### config.mk
export PLATFORM = sky130hd
export DESIGN_NAME = iq_fir_folded
export DESIGN_NICKNAME = d
export VERILOG_FILES = /design/src/rtl/iq_fir_pkg.sv /design/src/rtl/iq_fir_folded_sym_tap_line.sv /design/src/rtl/iq_fir_folded.sv
export SDC_FILE = /design/constraint.sdc
export NUM_CORES = 1
export LEC_CHECK = 0
export CELL_PAD_IN_SITES_DETAIL_PLACEMENT = 1
export CELL_PAD_IN_SITES_GLOBAL_PLACEMENT = 1
export CORE_UTILIZATION = 50
export CTS_BUF_LIST = sky130_fd_sc_hd__clkbuf_16
export DETAILED_ROUTE_END_ITERATION = 6
export PLACE_DENSITY_LB_ADDON = 0.1
export SYNTH_ARGS = -nofsm -noshare
export SYNTH_HDL_FRONTEND = slang
export SYNTH_SLANG_ARGS = --single-unit
### constraint.sdc
create_clock -name clk -period 9.9 [get_ports clk]
set_input_delay 1.98 -clock clk [delete_from_list [all_inputs] [get_ports clk]]
set_output_delay 1.98 -clock clk [all_outputs]
set_load 0.03 [all_outputs]
### src/rtl/iq_fir_pkg.sv
// iq_fir_pkg: shared FSM encoding, default coefficient bank and width helpers for iq_fir_folded
package iq_fir_pkg;
  typedef enum logic [1:0] {IDLE, MAC, DONE} fsm_t;
  function automatic int idx_w(input int n);
    return n > 1 ? $clog2(n) : 1;
  endfunction
  function automatic int acc_w(input int data_w, input int coef_w, input int ntaps);
    return data_w + 1 + coef_w + $clog2(ntaps / 2);
  endfunction
  function automatic int coef_default(input int ntaps, input int idx);
    return ntaps != 10 ? 0 : idx < 2 ? -2 : idx == 2 ? 1 : idx == 3 ? 6 : idx == 4 ? 11 : 0;
  endfunction
endpackage

### src/rtl/iq_fir_folded_sym_tap_line.sv
// sym_tap_line: NTAPS-deep sample delay line (clk, resetn, shift_en, din) returning psum = x[k] + x[NTAPS-1-k]
module sym_tap_line import iq_fir_pkg::*; #(
  parameter int DATA_W = 5,
  parameter int NTAPS = 10,
  localparam int KW = idx_w(NTAPS / 2)
) (
  input  logic                     clk,
  input  logic                     resetn,
  input  logic                     shift_en,
  input  logic signed [DATA_W-1:0] din,
  input  logic        [KW-1:0]     k,
  output logic signed [DATA_W:0]   psum
);
  localparam int IW = idx_w(NTAPS);
  logic signed [DATA_W-1:0] x [NTAPS];
  logic [IW-1:0] ka, kb;
  always_ff @(posedge clk or negedge resetn)
    if (!resetn)
      for (int i = 0; i < NTAPS; i++) x[i] <= '0;
    else if (shift_en) begin
      x[0] <= din;
      for (int i = 1; i < NTAPS; i++) x[i] <= x[i-1];
    end
  always_comb begin
    ka = IW'(k);
    kb = IW'(NTAPS - 1) - ka;
    psum = (DATA_W+1)'(x[ka]) + (DATA_W+1)'(x[kb]);
  end
endmodule

### src/rtl/iq_fir_folded.sv
// iq_fir_folded: shared folded symmetric FIR over I/Q (in_valid/in_ready/in_i/in_q in; coef_we/addr/data/ack; out_valid/out_i/out_q/sat_flag out)
module iq_fir_folded import iq_fir_pkg::*; #(
  parameter int DATA_W = 5,
  parameter int COEF_W = 6,
  parameter int NTAPS = 10,
  parameter int NCH = 2,
  parameter int OUT_W = 5,
  parameter int SHIFT = 8,
  localparam int NH = NTAPS / 2,
  localparam int KW = idx_w(NH)
) (
  input  logic                     clk,
  input  logic                     resetn,
  input  logic                     in_valid,
  output logic                     in_ready,
  input  logic signed [DATA_W-1:0] in_i,
  input  logic signed [DATA_W-1:0] in_q,
  input  logic                     coef_we,
  input  logic        [KW-1:0]     coef_addr,
  input  logic signed [COEF_W-1:0] coef_data,
  output logic                     coef_ack,
  output logic                     out_valid,
  output logic signed [OUT_W-1:0]  out_i,
  output logic signed [OUT_W-1:0]  out_q,
  output logic                     sat_flag
);
  localparam int PW = DATA_W + 1 + COEF_W;
  localparam int ACC_W = acc_w(DATA_W, COEF_W, NTAPS);
  localparam int RSH = SHIFT > 0 ? SHIFT - 1 : 0;
  localparam logic signed [ACC_W:0] RND = (ACC_W+1)'(SHIFT > 0 ? 1 << RSH : 0);
  localparam logic signed [ACC_W:0] MAXV = (ACC_W+1)'((1 << (OUT_W - 1)) - 1);
  localparam logic signed [ACC_W:0] MINV = ~MAXV;
  fsm_t state, state_n;
  logic [KW-1:0] k;
  logic ch, take, coef_ok, last, sat_i, sat_q;
  logic signed [COEF_W-1:0] coef [NH];
  logic signed [DATA_W:0] ps_i, ps_q, ps;
  logic signed [PW-1:0] prod;
  logic signed [ACC_W-1:0] acc, acc_n, hold_i;
  logic signed [ACC_W:0] r_i, r_q;
  function automatic logic signed [ACC_W:0] rnd(input logic signed [ACC_W-1:0] a);
    return ((ACC_W+1)'(a) + RND) >>> SHIFT;
  endfunction
  function automatic logic signed [OUT_W-1:0] clip(input logic signed [ACC_W:0] r);
    return r > MAXV ? MAXV[OUT_W-1:0] : r < MINV ? MINV[OUT_W-1:0] : r[OUT_W-1:0];
  endfunction
  sym_tap_line #(.DATA_W(DATA_W), .NTAPS(NTAPS)) line_i (
    .clk(clk), .resetn(resetn), .shift_en(take), .din(in_i), .k(k), .psum(ps_i)
  );
  sym_tap_line #(.DATA_W(DATA_W), .NTAPS(NTAPS)) line_q (
    .clk(clk), .resetn(resetn), .shift_en(take), .din(in_q), .k(k), .psum(ps_q)
  );
  always_comb begin
    in_ready = state == IDLE;
    take = in_ready && in_valid;
    coef_ok = in_ready && coef_we && 32'(coef_addr) < NH;
    last = 32'(k) == NH - 1;
    ps = ch ? ps_q : ps_i;
    prod = PW'(ps) * PW'(coef[k]);
    acc_n = k == '0 ? ACC_W'(prod) : acc + ACC_W'(prod);
    state_n = state == IDLE ? (in_valid ? MAC : IDLE) :
              state == MAC ? (ch == 1'(NCH - 1) && last ? DONE : MAC) : IDLE;
    r_i = rnd(hold_i);
    r_q = rnd(acc);
    sat_i = r_i > MAXV || r_i < MINV;
    sat_q = r_q > MAXV || r_q < MINV;
  end
  always_ff @(posedge clk or negedge resetn)
    if (!resetn) state <= IDLE;
    else state <= state_n;
  always_ff @(posedge clk or negedge resetn)
    if (!resetn) begin
      k <= '0;
      ch <= 1'b0;
      acc <= '0;
      hold_i <= '0;
      coef_ack <= 1'b0;
      out_valid <= 1'b0;
      out_i <= '0;
      out_q <= '0;
      sat_flag <= 1'b0;
      for (int i = 0; i < NH; i++) coef[i] <= COEF_W'(coef_default(NTAPS, i));
    end else begin
      coef_ack <= coef_ok;
      out_valid <= state == DONE;
      if (coef_ok) coef[coef_addr] <= coef_data;
      if (state == MAC) begin
        acc <= acc_n;
        k <= last ? '0 : k + 1'b1;
        ch <= last ? ~ch : ch;
        if (!ch && last) hold_i <= acc_n;
      end
      if (state == DONE) begin
        out_i <= clip(r_i);
        out_q <= clip(r_q);
        sat_flag <= sat_i || sat_q;
      end
    end
endmodule

Yosys cells after proc, flatten, opt, wreduce, memory -nomap -nowiden
Index checks and enable logic that the tools add are counted.
{ "op_classes": {"n_eq_ne": 3, "addsub": 7, "bitwise": 5, "shifts": 0, "mul": 1, "n_mux": 29, "order_cmp": 10, "div": 0, "n_reduce_logical": 14} }
{ "ops": {"columns": ["operator", "count"], "rows": [
  ["$bmux W5 S4", 4],
  ["$mux W5", 12],
  ["$add A15 B9 Y16 const B", 2],
  ["$bwmux W30", 1],
  ["$mux W6", 4],
  ["$bmux W6 S3", 1],
  ["$demux W6 S3", 1],
  ["$gt A8 B5 Y1 const B", 2],
  ["$lt A8 B5 Y1 const B", 2],
  ["$add A15 B12 Y15", 1],
  ["$mux W15", 1],
  ["$add A5 B5 Y6", 2],
  ["$mul A6 B6 Y12", 1],
  ["$ge A5 B5 Y1 const B", 2],
  ["$ge A4 B4 Y1 const B", 2],
  ["$not A3 Y4", 2],
  ["$logic_and A1 B1 Y1", 6],
  ["$mux W2", 3],
  ["$not A3 Y5", 1],
  ["$not A4 Y5", 1],
  ["$lt A4 B1 Y1 const B", 1],
  ["$reduce_and A2 Y1", 2],
  ["$sub A4 B3 Y4 const A", 1],
  ["$add A3 B1 Y3 const B", 1],
  ["other kinds (11)", 13]
]} }
{ "word_totals": {"elab_cells": 104, "latchBits": 0, "mem_bits_ro": 0, "out_inout_bits": 14, "n_memories": 0, "ff_bits": 179, "ramBits": 0} }

Longest topological paths before layout
{ "logic_depth": {"word_depth": 10, "mapped_depth": 38, "mapped_depth_nobuf": 34} }

Hierarchy
From an unflattened synthesis, not the netlist that was laid out.
{ "hier_totals": {"hier_cells": 950, "hier_area_um2": 11009.3} }
{ "by_module_without_submodules": {"columns": ["mod", "area_per_inst_um2", "n_inst", "cells_per_inst", "seq_area_each_um2"], "rows": [
  ["sym_tap_line", 2765.2, 2, 201, 1251.2],
  ["iq_fir_folded", 5479.0, 1, 548, 1821.7]
]} }

Worst setup path after synthesis
OpenSTA, ideal clock, no wires.
{ "synth_timing": {"path_kind": "register to register", "startpoint": "register k[1]", "endpoint": "register hold_i[14]", "period_less_slack_ns": 8.428, "n_path_buf": 4, "arrival_ns": 8.297, "setup_ns": 0.131, "setup_slack_ns": 1.472, "path_stages_with_launch": 39, "cell_sequence": "dfrtp_1 > buf_2 > buf_2 > clkbuf_1 > inv_1 > ha_1 > nand2b_1 > buf_1 > nand2b_1 > o21ai_0 > ha_1 > a21o_1 > a21oi_1 > nand2b_1 > a311oi_1 > a31o_2 > nor2_1 > inv_1 > (+3 left out) > fa_1 > inv_1 > fa_1 > inv_1 > ha_1 > a21o_1 > a211oi_2 > nor2_1 > o41ai_4 > xnor2_2 > ha_1 > and2_1 > nand3_1 > a211o_1 > and3_1 > a211oi_1 > xor2_1 > o21ai_0"} }
{ "synth_via": {"elab_chain_len": 10, "elab_cells_between_ends": 29, "classes_between": "add/sub: 4; mul: 1; eq/ne: 1; mux: 17; bitwise: 3; reduce/logical: 3"} }
{ "synth_lines": {"columns": ["element", "line_no", "source"], "rows": [
  ["start, declared", "iq_fir_folded.sv:34", "logic [KW-1:0] k;"],
  ["start signal, assigned", "iq_fir_folded.sv:89", "k <= last ? '0 : k + 1'b1;"],
  ["$sub A4 B3 Y4", "iq_fir_folded_sym_tap_line.sv:26", "kb = IW'(NTAPS - 1) - ka;"],
  ["$not A4 Y5 (not written as such)", "iq_fir_folded_sym_tap_line.sv:27", "psum = (DATA_W+1)'(x[ka]) + (DATA_W+1)'(x[kb]);"],
  ["$bmux W5 S4", "iq_fir_folded_sym_tap_line.sv:27", null],
  ["$mux W5 (not written as such) (2 in a row)", "iq_fir_folded_sym_tap_line.sv:27", null],
  ["$add A5 B5 Y6", "iq_fir_folded_sym_tap_line.sv:27", null],
  ["$mux W6", "iq_fir_folded.sv:58", "ps = ch ? ps_q : ps_i;"],
  ["$mul A6 B6 Y12", "iq_fir_folded.sv:59", "prod = PW'(ps) * PW'(coef[k]);"],
  ["$add A15 B12 Y15", "iq_fir_folded.sv:60", "acc_n = k == '0 ? ACC_W'(prod) : acc + ACC_W'(prod);"],
  ["$mux W15", "iq_fir_folded.sv:60", null],
  ["end signal, assigned", "iq_fir_folded.sv:91", "if (!ch && last) hold_i <= acc_n;"],
  ["end, declared", "iq_fir_folded.sv:39", "logic signed [ACC_W-1:0] acc, acc_n, hold_i;"]
]} }
Several ways; a longest one is shown, not always the timed one. The select of a mux whose other input is x is not followed.
A chain may end at the register's enable or synchronous reset.

Final worst setup path
Same ends and word-level chain as after synthesis.

==> summary.txt <==
Layout Nets = 1085
Number of global-route vias before repair = 7973
Util after Layout = 56.8%
Clk buf depth = 2
Min Hold Slack = 485 ps
Clk_skew = 15.6 ps
Layout Area Growth over Synthesis = 10.7%
CP Class = reg2reg
CTS buffer count = 17
Reg clk slew, reported paths = 80 ps
Slew Viols, Final = 0
Final setup vio count = 0
Clock Tree Root = clkbuf_16
Crit path buf inv count = 4
Yosys warns = 0
DPL Wire Length = 17900 µm
Sequential area share after synthesis = 39.7%
Worst Path Max Fanout = 22
Area contributors post-synth = dfrtp_1 36%, mux2_2 14%, mux4_2 8.7%
Mapped cell area = 10900 µm²
Maxcap violations = 0
CP max stage delay = 620 ps
Post-CTS resize count = 0
Most numerous cell in the Yosys netlist = dfrtp_1
Post-Layout Inst Area = 12100 µm²
Crit. path cell count = 33
Post-synth top area cell = dfrtp_1
Chip width = 150 µm
Site Rows = 53
Post-synth top flop = dfrtp_1
Hold path depth = 2
Share of cells above drive strength 1 = 24.8%
Total congestion overflow = 0
GRT Util Overall = 24.9%
Gpl congestion = 0.888
Syn nets = 1068
Worst-Margin Slew = 980 ps
Synth top area share = 35.8%
Wire per inst = 20.0 µm
Die area = 22400 µm²
Worst path required time = 10200 ps
Sum Neg Setup Slack = 0 ps
Post-synth ARST share = 100%
Slowest-stage cell, CP = dfrtp_2
Period utilization = 91.9%
List of most frequent post-synthesis cells = 156 x dfrtp_1, 132 x mux2_2, 92 x nand2_1
Io pins = 37
Initial Util = 51.4%
Post-cts hold buffer count = 0
DR vias = 7494
Final ANT Viol Nets = 0
Worst-Skew Late Latency = 440 ps
R2r worst-path depth = 33
Avg Cell Area, Syn = 11.3 µm²
Post-synth EDFFs = 0
Drt via density = 5.90
Post-synthesis cell type count = 57
F_max = 110 MHz
Largest net degree at the start of global routing = 97
Fin. Hold Viols = 0
First-pass GRT wire length = 43000 µm
Outcome = completed
DP Area = 11500 µm²
Total core area = 21200 µm²
Total routed wirelength = 25400 µm
CTS tree = done
Antenna diodes = 0
Port Buffers = 36
Worst min-delay path class = reg2reg
First DRT Iteration DRCs = 338
Post-CTS Setup Inserts = 0
Unrepaired setup endpoints after global routing = no
Die boundary height = 150 µm
Startpoint Class = flip-flop
Crit path DAT = 9400 ps
CTS H-Tree Depth = 4
CP endpoint kind = flip-flop
Clk sinks = 172
DRT Pass-1 Iters = 6
Post-layout min period = 9090 ps
Rel. slew slack = 34.7%
Initial antenna violation count = 0
Post-synthesis cell count = 965
Crit-path leading delay family = adder cells
Fillers = 2225
Most used cell, CP = fa_1
DRC = 0
#FFs+latches synth = 172
-- per-stage QoR --
step                setup WS [ps]  instances
floorplan                    1470        965
global placement             1010       1238
detailed placement            768       1238
CTS                           734       1270
global route                  145       1270
finish                        806       1270
-- final cells by class --
type	count	area, µm²	share of cell area [%]
Clock buffer	17	425	3.53
Clock inverter	15	164	1.36
Inverter	26	97.6	0.809
Multi-Input combinational cell	719	6260	51.9
Sequential cell	172	4330	35.9
Tap cell	275	344	2.85
Timing Repair Buffer	46	437	3.62
-- cells by family after synthesis --
family,synth area share [%]
compound gates,9.21
xor+xnor,3.28
flops,39.7
mux,24.0
simple gates,10.1
fa+ha+maj,10.8
buf+inv,2.88
-- layout by cell type (no fill, tap or decap), types with 3 or more instances in the layout --
cell type / instances
xor2_1: 17
nand4_1: 4
ha_1: 56
nor2b_1: 8
nand2_1: 92
nor3_1: 7
a31oi_1: 8
buf_4: 10
or2_2: 4
nor2_1: 61
clkdlybuf4s50_1: 35
mux4_2: 42
xnor2_1: 22
o22ai_1: 4
clkbuf_16: 17
mux2_2: 132
o211ai_1: 5
nand2b_1: 19
dfstp_2: 16
inv_1: 28
nand3b_1: 3
a21oi_1: 47
and3_1: 12
o21bai_1: 3
dfrtp_1: 154
mux2i_1: 17
a21o_1: 13
o21a_1: 4
inv_8: 3
clkinvlp_4: 3
nand3_1: 19
o21ai_0: 70
fa_1: 24
-- per-layer routing --
metal	vias to the layer above	global-route usage [%]	part of all wire, %
met5	-	0	0
met4	0	5.71	1.1
met3	21	3.32	1.8
met2	70	42.8	51
met1	3892	33.4	46
li1	3511	-	-
-- worst reg2reg max path, delay by kind of cell (launching register included) --
kind,cells,cell delay (ps)
simple gates,8,1430
buf+inv,4,360
xor+xnor,3,610
compound gates,10,2210
fa+ha+maj,8,3760
flops,1,620
-- final timing paths --
path | startpoint | end | slack [ps]
worst min register to register | out_q[4] | out_q[4] | 480
min in group asynchronous | resetn | sat_flag | 1630
worst min-delay path | out_q[4] | out_q[4] | 480
worst max register to register | k[1] | hold_i[14] | 810
max in group asynchronous | resetn | line_i.x[35] | 6660
worst max-delay path | k[1] | hold_i[14] | 810
-- state kept, by name (all words and copies together), names as in the netlist --
signal     flops
sat_flag       1
line_q.x      50
coef          30
state          2
out_valid      1
out_q          5
out_i          5
hold_i         8
acc           15
line_i.x      50
k              3
coef_ack       1
ch             1
Power is not shown: default switching activity piles up to over one toggle a cycle in this logic, so the estimate is an artifact.
